### config.mk
export PLATFORM = sky130hd
export DESIGN_NAME = spmm_row_sched_flat
export DESIGN_NICKNAME = d
export VERILOG_FILES = /design/src/rtl/spmm_row_sched_pkg.sv /design/src/rtl/spmm_row_sched_if.sv /design/src/rtl/spmm_row_sched_perf_cnt.sv /design/src/rtl/spmm_row_sched.sv /design/src/flat_wrapper.sv
export SDC_FILE = /design/constraint.sdc
export NUM_CORES = 1
export LEC_CHECK = 0
export ABC_CLOCK_PERIOD_IN_PS = 2100
export BUFFER_PORTS_ARGS = -buffer_cell sky130_fd_sc_hd__buf_2
export CORE_MARGIN = 2
export CORE_UTILIZATION = 43
export CTS_CLUSTER_DIAMETER = 80
export DETAILED_ROUTE_END_ITERATION = 10
export PLACE_DENSITY_LB_ADDON = 0.2
export SYNTH_ARGS = -nofsm -noshare
export SYNTH_HDL_FRONTEND = slang
export SYNTH_SLANG_ARGS = --single-unit
### constraint.sdc
create_clock -name clk -period 2.1 [get_ports clk]
set_input_delay 0.105 -clock clk [delete_from_list [all_inputs] [get_ports clk]]
set_output_delay 0.105 -clock clk [all_outputs]
set_load 0.01 [all_outputs]
### src/rtl/spmm_row_sched_pkg.sv
// Shared constants and FSM state encoding for the SPMM row scheduler.
// Latency: n/a (declarations only).
// Backpressure: n/a (declarations only).
package spmm_row_sched_pkg;

    localparam int SPMM_DATA_WIDTH    = 8;
    localparam int SPMM_COL_IDX_WIDTH = 5;
    localparam int SPMM_ROW_LEN_WIDTH = 5;
    localparam int SPMM_WH_DATA_WIDTH = 16;
    localparam int SPMM_NUM_ROWS      = 64;

    typedef enum logic [2:0] {
        IDLE    = 3'd0,
        STREAM  = 3'd1,
        DRAIN   = 3'd2,
        CAPTURE = 3'd3,
        OUT     = 3'd4
    } sched_state_t;

endpackage

### src/rtl/spmm_row_sched_if.sv
// Bundle of row-descriptor, nonzero, BRAM, PE and result signals of the row scheduler.
// Latency: n/a (wiring only).
// Backpressure: row/nz/res channels are valid/ready; BRAM and PE sides are not backpressured.
interface spmm_row_sched_if
    import spmm_row_sched_pkg::*;
#(
    parameter int DATA_WIDTH    = SPMM_DATA_WIDTH,
    parameter int COL_IDX_WIDTH = SPMM_COL_IDX_WIDTH,
    parameter int ROW_LEN_WIDTH = SPMM_ROW_LEN_WIDTH,
    parameter int WH_DATA_WIDTH = SPMM_WH_DATA_WIDTH,
    parameter int NUM_ROWS      = SPMM_NUM_ROWS,
    parameter int ROW_IDX_WIDTH = $clog2(NUM_ROWS)
);

    logic                     row_vld_i;
    logic                     row_rdy_o;
    logic [ROW_LEN_WIDTH-1:0] row_len_i;

    logic                     nz_vld_i;
    logic                     nz_rdy_o;
    logic [COL_IDX_WIDTH-1:0] col_idx_i;
    logic [DATA_WIDTH-1:0]    val_i;

    logic                     wgt_en_o;
    logic [COL_IDX_WIDTH-1:0] wgt_addr_o;

    logic                     pe_vld_o;
    logic [DATA_WIDTH-1:0]    pe_val_o;
    logic                     pe_first_o;
    logic                     pe_last_o;
    logic [ROW_LEN_WIDTH-1:0] pe_row_len_o;
    logic [WH_DATA_WIDTH-1:0] pe_res_i;

    logic                     res_vld_o;
    logic                     res_rdy_i;
    logic [WH_DATA_WIDTH-1:0] res_data_o;
    logic [ROW_IDX_WIDTH-1:0] res_row_o;
    logic                     done_o;

    // Scheduler side.
    modport slave (
        input  row_vld_i, row_len_i,
        output row_rdy_o,
        input  nz_vld_i, col_idx_i, val_i,
        output nz_rdy_o,
        output wgt_en_o, wgt_addr_o,
        output pe_vld_o, pe_val_o, pe_first_o, pe_last_o, pe_row_len_o,
        input  pe_res_i,
        output res_vld_o, res_data_o, res_row_o, done_o,
        input  res_rdy_i
    );

    // Environment side: descriptor/nonzero source, PE, result sink.
    modport master (
        output row_vld_i, row_len_i,
        input  row_rdy_o,
        output nz_vld_i, col_idx_i, val_i,
        input  nz_rdy_o,
        input  wgt_en_o, wgt_addr_o,
        input  pe_vld_o, pe_val_o, pe_first_o, pe_last_o, pe_row_len_o,
        output pe_res_i,
        input  res_vld_o, res_data_o, res_row_o, done_o,
        output res_rdy_i
    );

endinterface

### src/rtl/spmm_row_sched_perf_cnt.sv
// Busy and stall cycle counters for the row scheduler, saturating at all-ones.
// Latency: count visible one cycle after the qualifying cycle.
// Backpressure: none; counters only observe.
module spmm_sched_perf_cnt (
    input  logic        clk,
    input  logic        rst,
    input  logic        busy_inc,
    input  logic        stall_inc,
    output logic [31:0] busy_cnt,
    output logic [31:0] stall_cnt
);

    // Saturating increment of both counters; cleared by reset.
    always_ff @(posedge clk) begin
        if (rst) begin
            busy_cnt  <= '0;
            stall_cnt <= '0;
        end else begin
            if (busy_inc && (busy_cnt != '1)) begin
                busy_cnt <= busy_cnt + 32'd1;
            end
            if (stall_inc && (stall_cnt != '1)) begin
                stall_cnt <= stall_cnt + 32'd1;
            end
        end
    end

endmodule

### src/rtl/spmm_row_sched.sv
// Row sequencer for one SPMM PE: CSR row + nonzero stream in, BRAM address and PE beats out, row result out.
// Latency: BRAM addr same cycle as beat accept, PE beat +1, result valid 3 cycles after last beat (1 after empty row).
// Backpressure: one row in flight; descriptors/beats stall while the result waits on res_rdy_i. Optional SPMM_SCHED_PERF_CNT_EN adds perf counters.
module spmm_row_sched
    import spmm_row_sched_pkg::*;
#(
    parameter int DATA_WIDTH    = SPMM_DATA_WIDTH,
    parameter int COL_IDX_WIDTH = SPMM_COL_IDX_WIDTH,
    parameter int ROW_LEN_WIDTH = SPMM_ROW_LEN_WIDTH,
    parameter int WH_DATA_WIDTH = SPMM_WH_DATA_WIDTH,
    parameter int NUM_ROWS      = SPMM_NUM_ROWS,
    parameter int ROW_IDX_WIDTH = $clog2(NUM_ROWS)
) (
    input  logic                clk,
    input  logic                rst,
    spmm_row_sched_if.slave     bus
`ifdef SPMM_SCHED_PERF_CNT_EN
    ,
    output logic [31:0]         perf_busy_o,
    output logic [31:0]         perf_stall_o
`endif
);

    // One extra bit so the count can reach a full-length row without wrapping.
    localparam int CNT_WIDTH = ROW_LEN_WIDTH + 1;

    sched_state_t             state_q, state_d;
    logic [CNT_WIDTH-1:0]     cnt_q;
    logic [ROW_LEN_WIDTH-1:0] len_q;
    logic [ROW_IDX_WIDTH-1:0] row_idx_q;
    logic [WH_DATA_WIDTH-1:0] res_q;
    logic                     pe_vld_q;
    logic                     pe_first_q;
    logic                     pe_last_q;
    logic [DATA_WIDTH-1:0]    pe_val_q;

    logic row_rdy;
    logic nz_rdy;
    logic res_vld;
    logic row_acc;
    logic nz_acc;
    logic res_acc;
    logic last_beat;
    logic row_wrap;

    assign row_acc   = bus.row_vld_i & row_rdy;
    assign nz_acc    = bus.nz_vld_i & nz_rdy;
    assign res_acc   = res_vld & bus.res_rdy_i;
    assign last_beat = (cnt_q == (CNT_WIDTH'(len_q) - CNT_WIDTH'(1)));
    assign row_wrap  = (row_idx_q == ROW_IDX_WIDTH'(NUM_ROWS - 1));

    // State register.
    always_ff @(posedge clk) begin
        if (rst) begin
            state_q <= IDLE;
        end else begin
            state_q <= state_d;
        end
    end

    // Next-state: empty rows skip straight to the result stage.
    always_comb begin
        state_d = state_q;
        case (state_q)
            IDLE:    if (row_acc) state_d = (bus.row_len_i == '0) ? OUT : STREAM;
            STREAM:  if (nz_acc && last_beat) state_d = DRAIN;
            DRAIN:   state_d = CAPTURE;
            CAPTURE: state_d = OUT;
            OUT:     if (res_acc) state_d = IDLE;
            default: state_d = IDLE;
        endcase
    end

    // Handshake outputs decoded from state; held low while reset is asserted.
    always_comb begin
        row_rdy = 1'b0;
        nz_rdy  = 1'b0;
        res_vld = 1'b0;
        case (state_q)
            IDLE:    row_rdy = ~rst;
            STREAM:  nz_rdy  = ~rst;
            OUT:     res_vld = ~rst;
            default: ;
        endcase
    end

    // Row length latch, beat counter and PE beat pipeline (one stage, matching BRAM read latency).
    always_ff @(posedge clk) begin
        if (rst) begin
            len_q      <= '0;
            cnt_q      <= '0;
            pe_vld_q   <= 1'b0;
            pe_first_q <= 1'b0;
            pe_last_q  <= 1'b0;
            pe_val_q   <= '0;
        end else begin
            pe_vld_q   <= 1'b0;
            pe_first_q <= 1'b0;
            pe_last_q  <= 1'b0;
            if (row_acc) begin
                cnt_q <= '0;
                if (bus.row_len_i != '0) begin
                    len_q <= bus.row_len_i;
                end
            end
            if (nz_acc) begin
                pe_vld_q   <= 1'b1;
                pe_val_q   <= bus.val_i;
                pe_first_q <= (cnt_q == '0);
                pe_last_q  <= last_beat;
                cnt_q      <= cnt_q + CNT_WIDTH'(1);
            end
        end
    end

    // Result capture (PE output settles two cycles after the last beat) and row index advance.
    always_ff @(posedge clk) begin
        if (rst) begin
            res_q     <= '0;
            row_idx_q <= '0;
        end else begin
            if (row_acc && (bus.row_len_i == '0)) begin
                res_q <= '0;
            end else if (state_q == CAPTURE) begin
                res_q <= bus.pe_res_i;
            end
            if (res_acc) begin
                row_idx_q <= row_wrap ? '0 : (row_idx_q + ROW_IDX_WIDTH'(1));
            end
        end
    end

    assign bus.row_rdy_o    = row_rdy;
    assign bus.nz_rdy_o     = nz_rdy;
    assign bus.wgt_en_o     = nz_acc;
    assign bus.wgt_addr_o   = nz_acc ? bus.col_idx_i : '0;
    assign bus.pe_vld_o     = pe_vld_q;
    assign bus.pe_val_o     = pe_val_q;
    assign bus.pe_first_o   = pe_first_q;
    assign bus.pe_last_o    = pe_last_q;
    assign bus.pe_row_len_o = len_q;
    assign bus.res_vld_o    = res_vld;
    assign bus.res_data_o   = res_q;
    assign bus.res_row_o    = row_idx_q;
    assign bus.done_o       = res_acc & row_wrap;

`ifdef SPMM_SCHED_PERF_CNT_EN
    logic busy_inc;
    logic stall_inc;

    assign busy_inc  = (state_q != IDLE);
    assign stall_inc = ((state_q == STREAM) && !bus.nz_vld_i) ||
                       ((state_q == OUT) && !bus.res_rdy_i);

    spmm_sched_perf_cnt u_perf_cnt (
        .clk       (clk),
        .rst       (rst),
        .busy_inc  (busy_inc),
        .stall_inc (stall_inc),
        .busy_cnt  (perf_busy_o),
        .stall_cnt (perf_stall_o)
    );
`endif

endmodule

### src/flat_wrapper.sv
// flat-port wrapper written by rule: the top's interface ports become plain ports
module spmm_row_sched_flat import spmm_row_sched_pkg::*;
#(
    parameter int DATA_WIDTH    = SPMM_DATA_WIDTH,
    parameter int COL_IDX_WIDTH = SPMM_COL_IDX_WIDTH,
    parameter int ROW_LEN_WIDTH = SPMM_ROW_LEN_WIDTH,
    parameter int WH_DATA_WIDTH = SPMM_WH_DATA_WIDTH,
    parameter int NUM_ROWS      = SPMM_NUM_ROWS,
    parameter int ROW_IDX_WIDTH = $clog2(NUM_ROWS)
)
  (clk, rst, bus_row_vld_i, bus_row_len_i, bus_row_rdy_o, bus_nz_vld_i, bus_col_idx_i, bus_val_i, bus_nz_rdy_o, bus_wgt_en_o, bus_wgt_addr_o, bus_pe_vld_o, bus_pe_val_o, bus_pe_first_o, bus_pe_last_o, bus_pe_row_len_o, bus_pe_res_i, bus_res_vld_o, bus_res_data_o, bus_res_row_o, bus_done_o, bus_res_rdy_i);
  spmm_row_sched_if #(.DATA_WIDTH(DATA_WIDTH), .COL_IDX_WIDTH(COL_IDX_WIDTH), .ROW_LEN_WIDTH(ROW_LEN_WIDTH), .WH_DATA_WIDTH(WH_DATA_WIDTH), .NUM_ROWS(NUM_ROWS), .ROW_IDX_WIDTH(ROW_IDX_WIDTH)) bus_i ();
  input  logic clk;
  input  logic rst;
  input wire logic [$bits(bus_i.row_vld_i)-1:0] bus_row_vld_i;
  input wire logic [$bits(bus_i.row_len_i)-1:0] bus_row_len_i;
  output wire logic [$bits(bus_i.row_rdy_o)-1:0] bus_row_rdy_o;
  input wire logic [$bits(bus_i.nz_vld_i)-1:0] bus_nz_vld_i;
  input wire logic [$bits(bus_i.col_idx_i)-1:0] bus_col_idx_i;
  input wire logic [$bits(bus_i.val_i)-1:0] bus_val_i;
  output wire logic [$bits(bus_i.nz_rdy_o)-1:0] bus_nz_rdy_o;
  output wire logic [$bits(bus_i.wgt_en_o)-1:0] bus_wgt_en_o;
  output wire logic [$bits(bus_i.wgt_addr_o)-1:0] bus_wgt_addr_o;
  output wire logic [$bits(bus_i.pe_vld_o)-1:0] bus_pe_vld_o;
  output wire logic [$bits(bus_i.pe_val_o)-1:0] bus_pe_val_o;
  output wire logic [$bits(bus_i.pe_first_o)-1:0] bus_pe_first_o;
  output wire logic [$bits(bus_i.pe_last_o)-1:0] bus_pe_last_o;
  output wire logic [$bits(bus_i.pe_row_len_o)-1:0] bus_pe_row_len_o;
  input wire logic [$bits(bus_i.pe_res_i)-1:0] bus_pe_res_i;
  output wire logic [$bits(bus_i.res_vld_o)-1:0] bus_res_vld_o;
  output wire logic [$bits(bus_i.res_data_o)-1:0] bus_res_data_o;
  output wire logic [$bits(bus_i.res_row_o)-1:0] bus_res_row_o;
  output wire logic [$bits(bus_i.done_o)-1:0] bus_done_o;
  input wire logic [$bits(bus_i.res_rdy_i)-1:0] bus_res_rdy_i;
  assign bus_i.row_vld_i = bus_row_vld_i;
  assign bus_i.row_len_i = bus_row_len_i;
  assign bus_row_rdy_o = bus_i.row_rdy_o;
  assign bus_i.nz_vld_i = bus_nz_vld_i;
  assign bus_i.col_idx_i = bus_col_idx_i;
  assign bus_i.val_i = bus_val_i;
  assign bus_nz_rdy_o = bus_i.nz_rdy_o;
  assign bus_wgt_en_o = bus_i.wgt_en_o;
  assign bus_wgt_addr_o = bus_i.wgt_addr_o;
  assign bus_pe_vld_o = bus_i.pe_vld_o;
  assign bus_pe_val_o = bus_i.pe_val_o;
  assign bus_pe_first_o = bus_i.pe_first_o;
  assign bus_pe_last_o = bus_i.pe_last_o;
  assign bus_pe_row_len_o = bus_i.pe_row_len_o;
  assign bus_i.pe_res_i = bus_pe_res_i;
  assign bus_res_vld_o = bus_i.res_vld_o;
  assign bus_res_data_o = bus_i.res_data_o;
  assign bus_res_row_o = bus_i.res_row_o;
  assign bus_done_o = bus_i.done_o;
  assign bus_i.res_rdy_i = bus_res_rdy_i;
  spmm_row_sched #(.DATA_WIDTH(DATA_WIDTH), .COL_IDX_WIDTH(COL_IDX_WIDTH), .ROW_LEN_WIDTH(ROW_LEN_WIDTH), .WH_DATA_WIDTH(WH_DATA_WIDTH), .NUM_ROWS(NUM_ROWS), .ROW_IDX_WIDTH(ROW_IDX_WIDTH)) u_core (.clk(clk), .rst(rst), .bus(bus_i));
endmodule
# == After elaboration in Yosys (flattened, before gate mapping) ==
# Cells that the tools add are included.
# Widths: inputs -> output; s select.
# totals
n_memories,0
word_cells,51
reg_bits,47
rom_bits,0
ram_bits,0
in_bits,39
out_inout_bits,48
latchBits,0
# classes
n_eq_ne,9
div,0
magnitude_cmp,0
shift,0
n_mux,13
addsub,3
reduce_logical,11
mul,0
n_bitwise,6
# op_table
operator,count
$mux 6,3
$pmux 3 s5,1
$add 6x1->6 const B,2
$mux 3,4
$eq 3x2->1 const B,2
$eq 6x6->1,1
$eq 6x6->1 const B,1
$logic_not 6->1,1
$ne 2x1->1 const B,3
$sub 5x1->6 const B,1
$logic_not 5->1,1
$mux 5,1
$reduce_bool 5->1,1
$and 1x1->1,4
$mux 1,4
$reduce_or 2->1,2
$eq 3x1->1 const B,1
$eq 3x3->1 const B,1
$logic_not 3->1,1
$reduce_and 3->1,1
$logic_and 1x1->1,2
$not 1->1,2
$reduce_and 2->1,1
$reduce_bool 2->1,1

# == Depth between registers and ports, before layout ==
# depth
ltp_word,6
ltp_mapped,7
mapped_depth_nobuf,7

# == Worst setup path before layout ==
# Ideal clock, no wire load.
# synth_path
path_kind,register to register
from,register u_core.state_q[2]
to,register u_core.cnt_q[2]
setup_time_ns,0.132
synth_period_minus_slack_ns,1.714
path_stages_with_launch,8
path_buffers,2
arrival_ns,1.582
path_slack_ns,0.386
required_time_ns,1.968
cell_sequence,dfxtp_1 buf_4 nor4_1 and2_1 buf_4 nor2_2 o21ai_0 a21oi_1
# synth_via
elab_chain_len,4
elab_cells_between_ends,8
classes_between,eq/ne (1); mux (3); bitwise (2); reduce/logical (2)
# synth_rtl
item,line,rtl
from (decl),spmm_row_sched.sv:27,"sched_state_t state_q, state_d;"
from (signal assigned),spmm_row_sched.sv:57,state_q <= state_d;
$logic_not 3->1,spmm_row_sched.sv:79,case (state_q)
$mux 1,spmm_row_sched.sv:79,
net bus_row_rdy_o,flat_wrapper.sv:17,output wire logic [$bits(bus_i.row_rdy_o)-1:0] bus_row_rdy_o;
$and 1x1->1,spmm_row_sched.sv:46,assign row_acc = bus.row_vld_i & row_rdy;
$reduce_bool 2->1 (no line),--,
to (signal assigned),spmm_row_sched.sv:111,cnt_q <= cnt_q + CNT_WIDTH'(1);
to (decl),spmm_row_sched.sv:28,logic [CNT_WIDTH-1:0] cnt_q;
# The timed path passes the listed nets, and every way through them passes these cells.
# A chain may end at the register's enable or synchronous reset.

# == Worst setup path in the final report ==
# layout_path
from,register u_core.state_q[2]
to,output port bus_done_o
# layout_via
elab_chain_len,4
# layout_rtl
item,line,rtl
$eq 3x3->1,spmm_row_sched.sv:79,
$mux 1,spmm_row_sched.sv:79,
$and 1x1->1,spmm_row_sched.sv:48,assign res_acc = res_vld & bus.res_rdy_i;
$and 1x1->1,spmm_row_sched.sv:145,assign bus.done_o = res_acc & row_wrap;
to (decl),flat_wrapper.sv:33,output wire logic [$bits(bus_i.done_o)-1:0] bus_done_o;
# No other way between the ends.

==> out/results.txt <==
Post-CTS Setup Repair Bufs - 0
Setup slack after layout - 0.203 ns
Die W - 74.1 µm
CTS resizes - 0
RSZ-0062 raised after global routing - no
FF-to-FF path depth - 6
Setup TNS Final - 0 ns
Drt first-iter violations - 101
DRC Markers - 0
Cts bufs inserted - 5
Clock skew - 0.00425 ns
First-pass GRT wire length - 7610 µm
# IOs - 87
Share of the yosys chip area belonging to registers - 0.445
R2R Setup Slk - 0.29 ns
Synth Register Bits - 47
Fin crit share - 0.903
Synthesized net count - 310
Core area - 4720 µm²
Die H - 74.1 µm
Startpoint Class - flop
CP arrival - 1.79 ns
Clk network pwr share - 0.308
Longest Clk Path Bufs - 2
Worst reg2reg startpoint - u_core.state_q[0]$_SDFFE_PP0P_
Post-synth top area cell - dfxtp_1
Critical path type - flop to output port
Syn_area_per_cell - 7.92 µm²
Drt first pass iters - 4
Overflow after GRT - 0
Post-synth top area share - 0.445
Initial antenna violation count - 0
# port buffers - 86
Worst Setup EP - bus_done_o
Hpwl dp - 3510 µm
Final setup viols - 0
Seq pwr share - 0.557
CTS Sinks - 47
Antenna cell count - 0
H-tree depth - 2
Worst-Margin Slew - 0.475 ns
Yosys warnings - 0
Die Footprint - 5490 µm²
Crit. End Element - output port
Final WL - 4860 µm
Clk_lat worst skew - 0.30 ns
Worst-path maximum fanout - 12
Power per standard cell area - 630 nW/µm²
Post-synth EDFFs - 0
Fraction of registers with async set/reset - 0
Hold Startpoint - bus_val_i[0]
Comb power frac - 0.135
Fillers - 446
CTS Hold Bufs - 3
Max Freq - 527 MHz
Synth-to-layout area growth - 27.3%
Synth top area cells - dfxtp_1 (44%), nand2_1 (11%), a21oi_1 (7.8%)
Mapped Cells - 267
Layout Nets - 396
Post-synth top cells - nand2_1 (64), dfxtp_1 (47), a21oi_1 (33), nor2_1 (22), o21ai_0 (11)
Slew Limit Fails - 0
Pin count of the biggest net entering global routing - 28
Post-DRT Antenna Nets - 0
Vias/cell - 4.79
Dpl ws - 0.313 ns
Vias - 2,016
Drt wl/cell - 11.5 µm
Sw Share - 0.261
Internal Power - 1.25 mW
CP required - 2.00 ns
Row count - 25
Ys flop type - dfxtp_1
CTS tree - built
Ratio of cells with drive above 1 in the final layout - 0.291
Root Driver - clkbuf_8
Post-Syn Area - 2110 µm²
Reg2reg end - u_core.state_q[0]$_SDFFE_PP0P_
P_leak - 1.23 nW
Net Sw Power - 443 µW
Critical Path Source - u_core.state_q[2]$_SDFFE_PP0P_
Vias in the first global route - 1,706
Final hold violations - 0
Unique masters post-synth - 35
Minimum clock period - 1.90 ns
Outcome - finished, final reports clean
GRT Overall Usage - 0.179
Clock transition at path regs - 0.08 ns
Max cap viols - 0
Max VDD drop - 0.295 mV
Min-delay worst type - input pin to flop
Initial Utilization - 0.448
Final GP Congestion - 0.813
Top-count cell post-synth - nand2_1
Relative slew slack - 0.684
## sequential cells by signal (all words and copies together), names as in the netlist
register                 flops
u_core.bus.pe_row_len_o      5
u_core.bus.pe_val_o          8
u_core.bus.pe_first_o        1
u_core.cnt_q                 6
u_core.bus.res_data_o       16
u_core.bus.res_row_o         6
u_core.state_q               3
u_core.bus.pe_vld_o          1
u_core.bus.pe_last_o         1
## stage by stage
| step | util | std cells | power [mW] | hold WS [ns] | instance area (µm²) |
|---|---|---|---|---|---|
| 6_report | 0.570 | 421 | 1.70 | 0.00369 | 2690 |
| 5_1_grt | 0.570 | 421 | 1.79 | 0.00561 | 2690 |
| 4_1_cts | 0.570 | 421 | 1.71 | 0.00157 | 2690 |
| 3_5_place_dp | 0.546 | 410 | 1.19 | 0.306 | 2580 |
| 3_3_place_gp | 0.546 | 410 | 1.19 | 0.303 | 2580 |
| 2_1_floorplan | - | 267 | 1.11 | 0.214 | 2110 |
## logic make-up after synthesis
family                   after synthesis  synth area share
XOR/XNOR                              12            0.0497
buffers and inverters                 22            0.0521
flip-flops                            47             0.445
adder cells (fa/ha/maj)                4            0.0237
AO/OA/AOI/OAI                         54             0.141
AND/OR/NAND/NOR                      128             0.289
## layout make-up
| class | instances | area, µm² | area share |
|---|---|---|---|
| tap | 67 | 83.8 | 0.0311 |
| inverter | 9 | 38.8 | 0.0144 |
| clock buffer | 7 | 76.3 | 0.0284 |
| sequential | 47 | 941 | 0.350 |
| clock inverter | 1 | 5.00 | 0.00186 |
| multi-input combinational | 198 | 1060 | 0.395 |
| timing repair buffer | 92 | 483 | 0.179 |
## metal layers
| layer | global-route usage | part of all wire | routed length [µm] | vias to the layer above |
|---|---|---|---|---|
| li1 | - | - | - | 1068 |
| met3 | 0.0542 | 0.078 | 378 | 5 |
| met5 | 0 | 0 | 0 | - |
| met1 | 0.233 | 0.49 | 2390 | 874 |
| met4 | 0.0606 | 0.010 | 51 | 0 |
| met2 | 0.285 | 0.42 | 2040 | 69 |
## worst max-delay path, stage by stage (launching register included)
cell and delay (ns):
dfxtp_1 0.57, nor4b_4 0.38, nand4_1 0.22, nor2_1 0.17, buf_2 0.15
## power by group through the flow
stage	logic, mW	clock network, mW	registers (mW)
floorplan	0.148	0	0.959
global placement	0.225	0	0.965
detailed placement	0.226	0	0.966
CTS	0.231	0.538	0.945
global route	0.260	0.580	0.949
finish	0.229	0.522	0.945
## cell usage in the layout, fill, tap and decap left out, drive strengths merged, types with 2 or more instances in the layout
cell	Yosys	layout
and3	9	9
a21oi	33	33
nor3	8	8
nand2	66	66
ha	4	4
inv	8	8
dlygate4sd3	0	3
a211oi	2	2
o21ai	12	12
nand3b	2	2
nand4	4	4
clkbuf	6	7
nor4b	2	2
buf	7	89
clkinv	1	2
dfxtp	47	47
xor2	6	6
xnor2	6	6
nor2	23	23
and2	3	3
nor4	2	2
nand3	6	6
a22oi	3	3
## how the worst min path moves through the flow
stage / slack (ns) / to / depth (start not counted)
floorplan: 0.21 / u_core.bus.pe_val_o[0]$_SDFFE_PP0P_ / 2
global placement: 0.30 / u_core.bus.pe_val_o[7]$_SDFFE_PP0P_ / 3
global route: 0.006 / u_core.bus.pe_val_o[2]$_SDFFE_PP0P_ / 3
CTS: 0.002 / u_core.bus.pe_val_o[0]$_SDFFE_PP0P_ / 3
finish: 0.004 / u_core.bus.pe_val_o[0]$_SDFFE_PP0P_ / 3
detailed placement: 0.31 / u_core.bus.pe_val_o[7]$_SDFFE_PP0P_ / 3
Note: power is estimated with default switching activity, not from simulation.
